--- config.mk ---
export PLATFORM = sky130hd
export DESIGN_NAME = predicate_predictor_bank
export DESIGN_NICKNAME = d
export VERILOG_FILES = /design/src/rtl/predicate_predictor_pkg.sv /design/src/rtl/predicate_predictor_entry.sv /design/src/rtl/predicate_predictor_bank.sv
export SDC_FILE = /design/constraint.sdc
export NUM_CORES = 1
export LEC_CHECK = 0
export ABC_AREA = 1
export BUFFER_PORTS_ARGS = -buffer_cell sky130_fd_sc_hd__buf_2
export CORE_ASPECT_RATIO = 1.1
export CORE_MARGIN = 2
export CORE_UTILIZATION = 39
export DETAILED_ROUTE_END_ITERATION = 10
export PLACE_DENSITY = 0.65
export SETUP_SLACK_MARGIN = 0.5
export SLEW_MARGIN = 30
export SYNTH_ARGS = -nofsm -noshare
export SYNTH_HDL_FRONTEND = slang
export SYNTH_SLANG_ARGS = --single-unit
--- constraint.sdc ---
create_clock -name clock -period 5 [get_ports clock]
set_input_delay 1.5 -clock clock [delete_from_list [all_inputs] [get_ports clock]]
set_output_delay 1.5 -clock clock [all_outputs]
set_load 0.1 [all_outputs]
--- src/rtl/predicate_predictor_pkg.sv ---
// Shared helpers for the predicate predictor bank: counter reset value,
// saturating counter arithmetic and a population count.
package predicate_predictor_pkg;

    // Widest misprediction vector the popcount helper accepts.
    localparam int unsigned POPCOUNT_MAX_W = 64;

    // "Weakly 0" starting point: 2^(width-1)-1, which is 0 for width 1.
    function automatic logic [31:0] counter_reset_value(input int unsigned width);
        return (32'd1 << (width - 1)) - 32'd1;
    endfunction

    function automatic logic [31:0] counter_max(input int unsigned width);
        return (32'd1 << width) - 32'd1;
    endfunction

    function automatic logic [31:0] sat_inc(input logic [31:0] value, input int unsigned width);
        return (value >= counter_max(width)) ? value : value + 32'd1;
    endfunction

    function automatic logic [31:0] sat_dec(input logic [31:0] value);
        return (value == 32'd0) ? 32'd0 : value - 32'd1;
    endfunction

    function automatic logic [31:0] popcount(input logic [POPCOUNT_MAX_W-1:0] vec);
        logic [31:0] total;
        total = 32'd0;
        for (int unsigned k = 0; k < POPCOUNT_MAX_W; k++) begin
            total = total + 32'(vec[k]);
        end
        return total;
    endfunction

endpackage

--- src/rtl/predicate_predictor_entry.sv ---
// One predictor entry: saturating confidence counter(s), the prediction bit
// and the combinational misprediction detect for this cycle's write-back.
// With PREDICATE_PREDICTOR_LOCAL_HISTORY_EN defined, the entry keeps a local
// outcome history that selects one of 2^HISTORY_WIDTH counters.
module predicate_predictor_entry
    import predicate_predictor_pkg::*;
#(
    parameter int unsigned COUNTER_WIDTH = 2,
    parameter int unsigned HISTORY_WIDTH = 2
) (
    input  logic clock,
    input  logic reset,
    input  logic enable,
    input  logic write_i,
    input  logic observed_i,
    output logic prediction_o,
    output logic mispredict_o
);

`ifdef PREDICATE_PREDICTOR_LOCAL_HISTORY_EN
    localparam int unsigned NUM_CTRS = 1 << HISTORY_WIDTH;
`else
    localparam int unsigned NUM_CTRS = 1;
`endif

    localparam logic [COUNTER_WIDTH-1:0] CTR_RESET =
        COUNTER_WIDTH'(counter_reset_value(COUNTER_WIDTH));

    logic [COUNTER_WIDTH-1:0] ctr_q [NUM_CTRS];
    logic [COUNTER_WIDTH-1:0] ctr_d [NUM_CTRS];
    logic [COUNTER_WIDTH-1:0] sel_ctr;
    logic [COUNTER_WIDTH-1:0] trained_ctr;
    int unsigned              sel_idx;
    logic                     update;

    assign update = enable && write_i;

`ifdef PREDICATE_PREDICTOR_LOCAL_HISTORY_EN
    logic [HISTORY_WIDTH-1:0] hist_q;
    logic [HISTORY_WIDTH-1:0] hist_d;
    logic [HISTORY_WIDTH:0]   hist_shift;

    assign sel_idx    = 32'(hist_q);
    assign sel_ctr    = ctr_q[hist_q];
    assign hist_shift = {hist_q, observed_i};
    assign hist_d     = update ? hist_shift[HISTORY_WIDTH-1:0] : hist_q;

    // Local outcome history: newest outcome enters at the LSB.
    always_ff @(posedge clock) begin
        if (reset) begin
            hist_q <= '0;
        end else begin
            hist_q <= hist_d;
        end
    end
`else
    assign sel_idx = 0;
    assign sel_ctr = ctr_q[0];
`endif

    // Prediction and mispredict detect both use the pre-update counter.
    assign prediction_o = sel_ctr[COUNTER_WIDTH-1];
    assign mispredict_o = update && (observed_i != prediction_o);
    assign trained_ctr  = observed_i ? COUNTER_WIDTH'(sat_inc(32'(sel_ctr), COUNTER_WIDTH))
                                     : COUNTER_WIDTH'(sat_dec(32'(sel_ctr)));

    // Train only the counter selected before this update.
    always_comb begin
        for (int unsigned k = 0; k < NUM_CTRS; k++) begin
            ctr_d[k] = (update && (k == sel_idx)) ? trained_ctr : ctr_q[k];
        end
    end

    // Counter state register.
    always_ff @(posedge clock) begin
        if (reset) begin
            for (int unsigned k = 0; k < NUM_CTRS; k++) begin
                ctr_q[k] <= CTR_RESET;
            end
        end else begin
            ctr_q <= ctr_d;
        end
    end

endmodule

--- src/rtl/predicate_predictor_bank.sv ---
// Bank of per-predicate saturating-counter predictors with registered
// per-predicate misprediction flags and a saturating misprediction counter.
// Optional local-history mode: define PREDICATE_PREDICTOR_LOCAL_HISTORY_EN.
// NUM_PREDICATES is limited to the popcount helper width (64).
module predicate_predictor_bank
    import predicate_predictor_pkg::*;
#(
    parameter int unsigned NUM_PREDICATES = 8,
    parameter int unsigned COUNTER_WIDTH  = 2,
    parameter int unsigned COUNT_WIDTH    = 16,
    parameter int unsigned HISTORY_WIDTH  = 2
) (
    input  logic                      clock,
    input  logic                      reset,
    input  logic                      enable,
    input  logic [NUM_PREDICATES-1:0] datapath_write,
    input  logic [NUM_PREDICATES-1:0] observed_values,
    input  logic                      clear_count,
    output logic [NUM_PREDICATES-1:0] predictions,
    output logic [NUM_PREDICATES-1:0] mispredict,
    output logic [COUNT_WIDTH-1:0]    mispredict_count
);

    localparam int unsigned SUM_W = COUNT_WIDTH + $clog2(NUM_PREDICATES + 1);
    localparam logic [SUM_W-1:0] COUNT_MAX = SUM_W'({COUNT_WIDTH{1'b1}});

    logic [NUM_PREDICATES-1:0] mispredict_d;
    logic [NUM_PREDICATES-1:0] mispredict_q;
    logic [COUNT_WIDTH-1:0]    count_d;
    logic [COUNT_WIDTH-1:0]    count_q;
    logic [SUM_W-1:0]          count_sum;

    for (genvar g = 0; g < NUM_PREDICATES; g++) begin : g_entry
        predicate_predictor_entry #(
            .COUNTER_WIDTH (COUNTER_WIDTH),
            .HISTORY_WIDTH (HISTORY_WIDTH)
        ) u_entry (
            .clock        (clock),
            .reset        (reset),
            .enable       (enable),
            .write_i      (datapath_write[g]),
            .observed_i   (observed_values[g]),
            .prediction_o (predictions[g]),
            .mispredict_o (mispredict_d[g])
        );
    end

    // Wide sum so the clamp sees the true total before saturating.
    assign count_sum = SUM_W'(count_q)
                     + SUM_W'(popcount(POPCOUNT_MAX_W'(mispredict_d)));

    // Statistics next state: clear beats increments and ignores enable.
    always_comb begin
        count_d = count_q;
        if (clear_count) begin
            count_d = '0;
        end else if (enable) begin
            count_d = (count_sum > COUNT_MAX) ? {COUNT_WIDTH{1'b1}}
                                              : count_sum[COUNT_WIDTH-1:0];
        end
    end

    // Mispredict flags and statistics counter, aligned on the same edge.
    always_ff @(posedge clock) begin
        if (reset) begin
            mispredict_q <= '0;
            count_q      <= '0;
        end else begin
            mispredict_q <= mispredict_d;
            count_q      <= count_d;
        end
    end

    assign mispredict       = mispredict_q;
    assign mispredict_count = count_q;

endmodule

# [Yosys cells after proc, flatten, opt, wreduce, memory -nomap -nowiden]
# Index checks and enable logic that the tools add are counted.
[word_totals] ff_bits=40 latchBits=0 mem_bits_rw=0 mem_bits_ro=0 inputBits=20 memories=0
[op_classes] n_addsub=24 n_mul=0 div_mod_pow=0 magnitude_cmp=9 eq_ne=16 n_shift=0 n_mux=25 n_bitwise=0 reduce_logical=33
[ops] op="$mux 2" count=24
[ops] op="$add 16x8->17" count=1
[ops] op="$gt 17x16->1 const B" count=1
[ops] op="$add 2x1->2 const B" count=8
[ops] op="$ge 2x2->1 const B" count=8
[ops] op="$logic_and 1x1->1" count=16
[ops] op="$logic_not 2->1" count=8
[ops] op="$mux 16" count=1
[ops] op="$ne 2x2->1 const B" count=8
[ops] op="$reduce_and 2->1" count=8
[ops] op="$sub 2x1->2 const B" count=8
[ops] op="$add 7x1->8" count=1
[ops] op="$ne 1x1->1" count=8
[ops] op="$add 6x1->7" count=1
[ops] op="$add 5x1->6" count=1
[ops] op="$add 4x1->5" count=1
[ops] op="$add 3x1->4" count=1
[ops] op="$add 2x1->3" count=1
[ops] op="$add 1x1->2" count=1
[ops] op="$reduce_or 2->1" count=1

# [Logic depth before layout (Yosys ltp)]
[logic_depth] ltp_word=12 ltp_mapped=20 mapped_depth_nobuf=20

# [By module]
# From an unflattened synthesis, not the netlist that was laid out.
[hier_totals] cells_unflattened=416 area_unflattened_um2=2832.7
[modules_own_cells] mod="predicate_predictor_bank" n_inst=1 cells_per_inst=200 area_per_inst_um2=1471.4 seq_area_each_um2=480.5
[modules_own_cells] mod="predicate_predictor_entry" n_inst=8 cells_per_inst=27 area_per_inst_um2=170.2 seq_area_each_um2=40.0

# [Worst setup path after synthesis]
# Ideal clock, no wire load.
[synth_path] path_kind="input to register" from="in enable" to="reg count_q[11], in the netlist mispredict_count[11]" arrival_time_ps=4653 t_required_ps=4944 setup_slack_ps=291 path_stages=19 n_path_buf=2 cell_sequence="buf_4 -> nand2_1 -> nor3_1 -> fa_1 -> inv_1 -> fa_1 -> inv_1 -> fa_1 -> fa_1 -> inv_1 -> fa_1 -> inv_1 -> nand2_2 -> a21oi_2 -> nand4_2 -> buf_6 -> nand3_1 -> nand2_1 -> inv_1"
[synth_via] elab_chain_cells=12 word_cells_on_any_way=26
[synth_lines] element="start, declared" line_no="predicate_predictor_bank.sv:15" rtl="input logic enable,"
[synth_lines] element="$logic_and 1x1->1 *" line_no="predicate_predictor_entry.sv:36" rtl="assign update = enable && write_i;"
[synth_lines] element="$logic_and 1x1->1 *" line_no="predicate_predictor_entry.sv:63" rtl="assign mispredict_o = update && (observed_i != prediction_o);"
[synth_lines] element="named net g_entry[0].u_entry.mispredict_o" line_no="predicate_predictor_entry.sv:17" rtl="output logic mispredict_o"
[synth_lines] element="$add 1x1->2 *" line_no="predicate_predictor_pkg.sv:29" rtl="total = total + 32'(vec[k]);"
[synth_lines] element="$add 2x1->3 *" line_no="predicate_predictor_pkg.sv:29"
[synth_lines] element="$add 3x1->4 *" line_no="predicate_predictor_pkg.sv:29"
[synth_lines] element="$add 4x1->5 *" line_no="predicate_predictor_pkg.sv:29"
[synth_lines] element="$add 5x1->6 *" line_no="predicate_predictor_pkg.sv:29"
[synth_lines] element="$add 6x1->7 *" line_no="predicate_predictor_pkg.sv:29"
[synth_lines] element="$add 7x1->8 *" line_no="predicate_predictor_pkg.sv:29"
[synth_lines] element="$add 16x8->17 *" line_no="predicate_predictor_bank.sv:50" rtl="+ SUM_W'(popcount(POPCOUNT_MAX_W'(mispredict_d)));"
[synth_lines] element="$gt 17x16->1" line_no="predicate_predictor_bank.sv:58" rtl="count_d = (count_sum > COUNT_MAX) ? {COUNT_WIDTH{1'b1}}"
[synth_lines] element="$mux 16 *" line_no="predicate_predictor_bank.sv:58"
[synth_lines] element="end signal, assigned" line_no="predicate_predictor_bank.sv:70" rtl="count_q <= count_d;"
[synth_lines] element="end, declared" line_no="predicate_predictor_bank.sv:30" rtl="logic [COUNT_WIDTH-1:0] count_q;"
# The timed path passes the listed nets; every way through them passes the cells marked *.
# A chain may end at the register's enable or synchronous reset.

# [Final worst setup path]
[layout_path] from="in enable" to="reg count_q[4], in the netlist mispredict_count[4]"
# The elaborated chain is that of the path after synthesis.

==> results.toml <==
[routing]
wirelength_routed_um = 6013
routed_wire_length_per_instance_um = 12.17
drc_errors = 0
routed_via_count = 2431
drt-pass1-iter-count = 4
1st_iter_drt_viols = 59
final_antenna_net_count = 0
avgViaCountPerCell = 4.921

[final_layout]
layout_commonest_cell = "nand2_1"
layout.cells.most_common_list = "nand2_1, inv_1, buf_2"
finish.utilization = 0.4827
area_delta_synth_final_pct = 18.84
fin_area_um2 = 3221
final.fill_count = 672
finish.net_count = 467
antenna_cells_inserted = 0
drive_gt1_frac = 0.2597

[grt]
gr_ovfl_total = 0
number_of_global_route_vias_before_repair = 2333
grtUsageTotal = 0.1617
grt_max_degree = 24
global_route_wire_length_before_repair_um = 10280
antenna_violations_before_repair = 0

[timing]
final.period_utilization = 0.8968
finalWorstPathRequiredPeriod_ps = 4484
hold_ws_ps = 549.8
report.final.slew_viol_count = 0
clock_skew_ps = 4.134
max-slew-margin-rel = 0.6546
setup_viol = 0
tns_ps = 0
final_hold_viol_count = 0
achievable-frequency_mhz = 223.0
grt_setup_unrepaired = "yes"
worst_slew_pin_slew_ps = 517.6

[floorplanning]
effective_utilization_at_floorplan = 0.4062
placementRows = 31
die_footprint_um2 = 7633
die_y_um = 91.43
coreArea_um2 = 6671
design.portCount = 52
width_of_the_die_um = 83.48

[clocking]
clock_latency_at_the_later_pin_of_the_worst_skew_pair_ps = 290
clock_tree_from_tritoncts = "built"
cts.clk_slew.worst_paths_ps = 80
max-clock-path-buffers = 2
htree_num_levels = 2
tritoncts_num_sinks = 40
ctsRootBufferMaster = "clkbuf_8"
cts_inserted_buffers = 5
cts_hold_buffers = 0

[setup_path]
critPathArrivalTime_ps = 4700
crit_required_ps = 5220
crit_path_class = "input port to flip-flop"
crit_path_end_kind = "flip-flop"
cell_count_of_the_worst_reg_to_reg_path = 17
critPathMaxFanout = 6
crit_path_start_kind = "input port"

[pwr]
vdd_ir_drop_max_mv = 0.1255
report.power.total_uw = 740.1
total_leakage_power_uw = 0.001678
powerDensity_nw_per_um2 = 229.8

[placed_design]
portBuffers = 51
globalplace.congestion = 0.8609
detailedPlacementHpwl_um = 4576
placedInstanceArea_um2 = 3024

[logic_synthesis]
synth_largest_area_cell = "dfxtp_1"
synthTopCellsByArea = "dfxtp_1, ha_1, nand2_1"
yosysUniqueCellTypes = 32
synth-seq-area-share = 0.2955
yosys.area.top_type_share = 0.2955
synth.avg_cell_area_um2 = 7.445
postSynthCellCount = 364
mappedNetlistArea_um2 = 2710
yosys_register_bits = 40
syn-num-nets = 419
yosys_warnings = 0

[status]
result_of_the_run = "complete, no violations"

[hold_path]
worstHoldPathCells = 2
timing.hold.worst.class = "flip-flop to flip-flop"

[job]
max_cap_violations = 0
[metal layers]
layer  global-route usage  share of wire
met2               0.2836           0.48
met1               0.2001           0.46
met5                    0              0
met4              0.04839         0.0098
met3              0.03182          0.053
[cell families (layout without fill, tap and decap cells)]
logic type / after synthesis / in the layout / share of synthesized area
buf+inv: 71 / 119 / 0.1145
flops: 40 / 40 / 0.2955
simple gates: 143 / 143 / 0.2498
mux: 2 / 2 / 0.007387
fa+ha+maj: 35 / 35 / 0.1754
xor+xnor: 6 / 6 / 0.01939
compound gates: 67 / 67 / 0.1380
[area by class of cell]
type,instances,area (um^2),area share
timing repair buffer,56,319.1,0.09907
sequential,40,800.8,0.2486
clock inverter,1,5.005,0.001554
multi-input combinational,253,1710,0.5311
inverter,56,210.2,0.06527
tap,82,102.6,0.03186
clock buffer,6,72.57,0.02253
[stage by stage]
| stage | std cells | setup WS [ps] |
|---|---|---|
| global placement | 485 | 129.4 |
| global route | 494 | 395.4 |
| floorplan | 364 | 441.3 |
| CTS | 493 | 501.5 |
| detailed placement | 485 | 59.40 |
| finish | 494 | 516.0 |
[path summary, 6_finish.rpt]
path                               start                     endpoint  slack [ps]
max                               enable          mispredict_count[4]         520
min          g_entry[1].u_entry.ctr_q[0]  g_entry[1].u_entry.ctr_q[0]         550
max reg2reg  g_entry[0].u_entry.ctr_q[1]          mispredict_count[4]        1270
min reg2reg  g_entry[1].u_entry.ctr_q[0]  g_entry[1].u_entry.ctr_q[0]         550
[worst max-delay path, cell delays in order]
cell and delay [ps]:
buf_4 150, nand2_4 80, nor3_4 40, fa_1 490, inv_1 50, fa_1 480
inv_2 40, fa_1 490, fa_2 230, inv_2 50, fa_2 360, inv_2 80
nand2_4 60, a21oi_4 140, nand4_4 140, buf_6 180, a21oi_2 120
[registers in the layout, indices dropped and copies added (netlist names)]
register / cells
g_entry.u_entry.ctr_q: 16
mispredict_count: 16
mispredict: 8
[where the power goes]
part           internal, uW  total, uW  switching, uW
clock network          95.0        205            110
logic                  55.3        187            132
registers               332        348           16.2
[synth_stat cells, drive strengths merged]
cell type / instances
xnor2: 1
dfxtp: 40
o211ai: 4
nand4: 7
o21ai: 25
a21oi: 30
clkbuf: 3
a31oi: 8
fa: 5
ha: 30
xor2: 5
inv: 56
nand2: 79
nor4: 6
buf: 12
nor3: 9
nand3: 17
or2: 8
mux2i: 2
nor2: 17
[repair_timing]
item,in CTS,in global routing
pin swaps,0,1
endpoints found under the hold margin,0,0
gates resized for setup,9,18
endpoints found under the setup margin,12,16
setup buffers,1,1
Note: power is estimated with default switching activity, not from simulation.
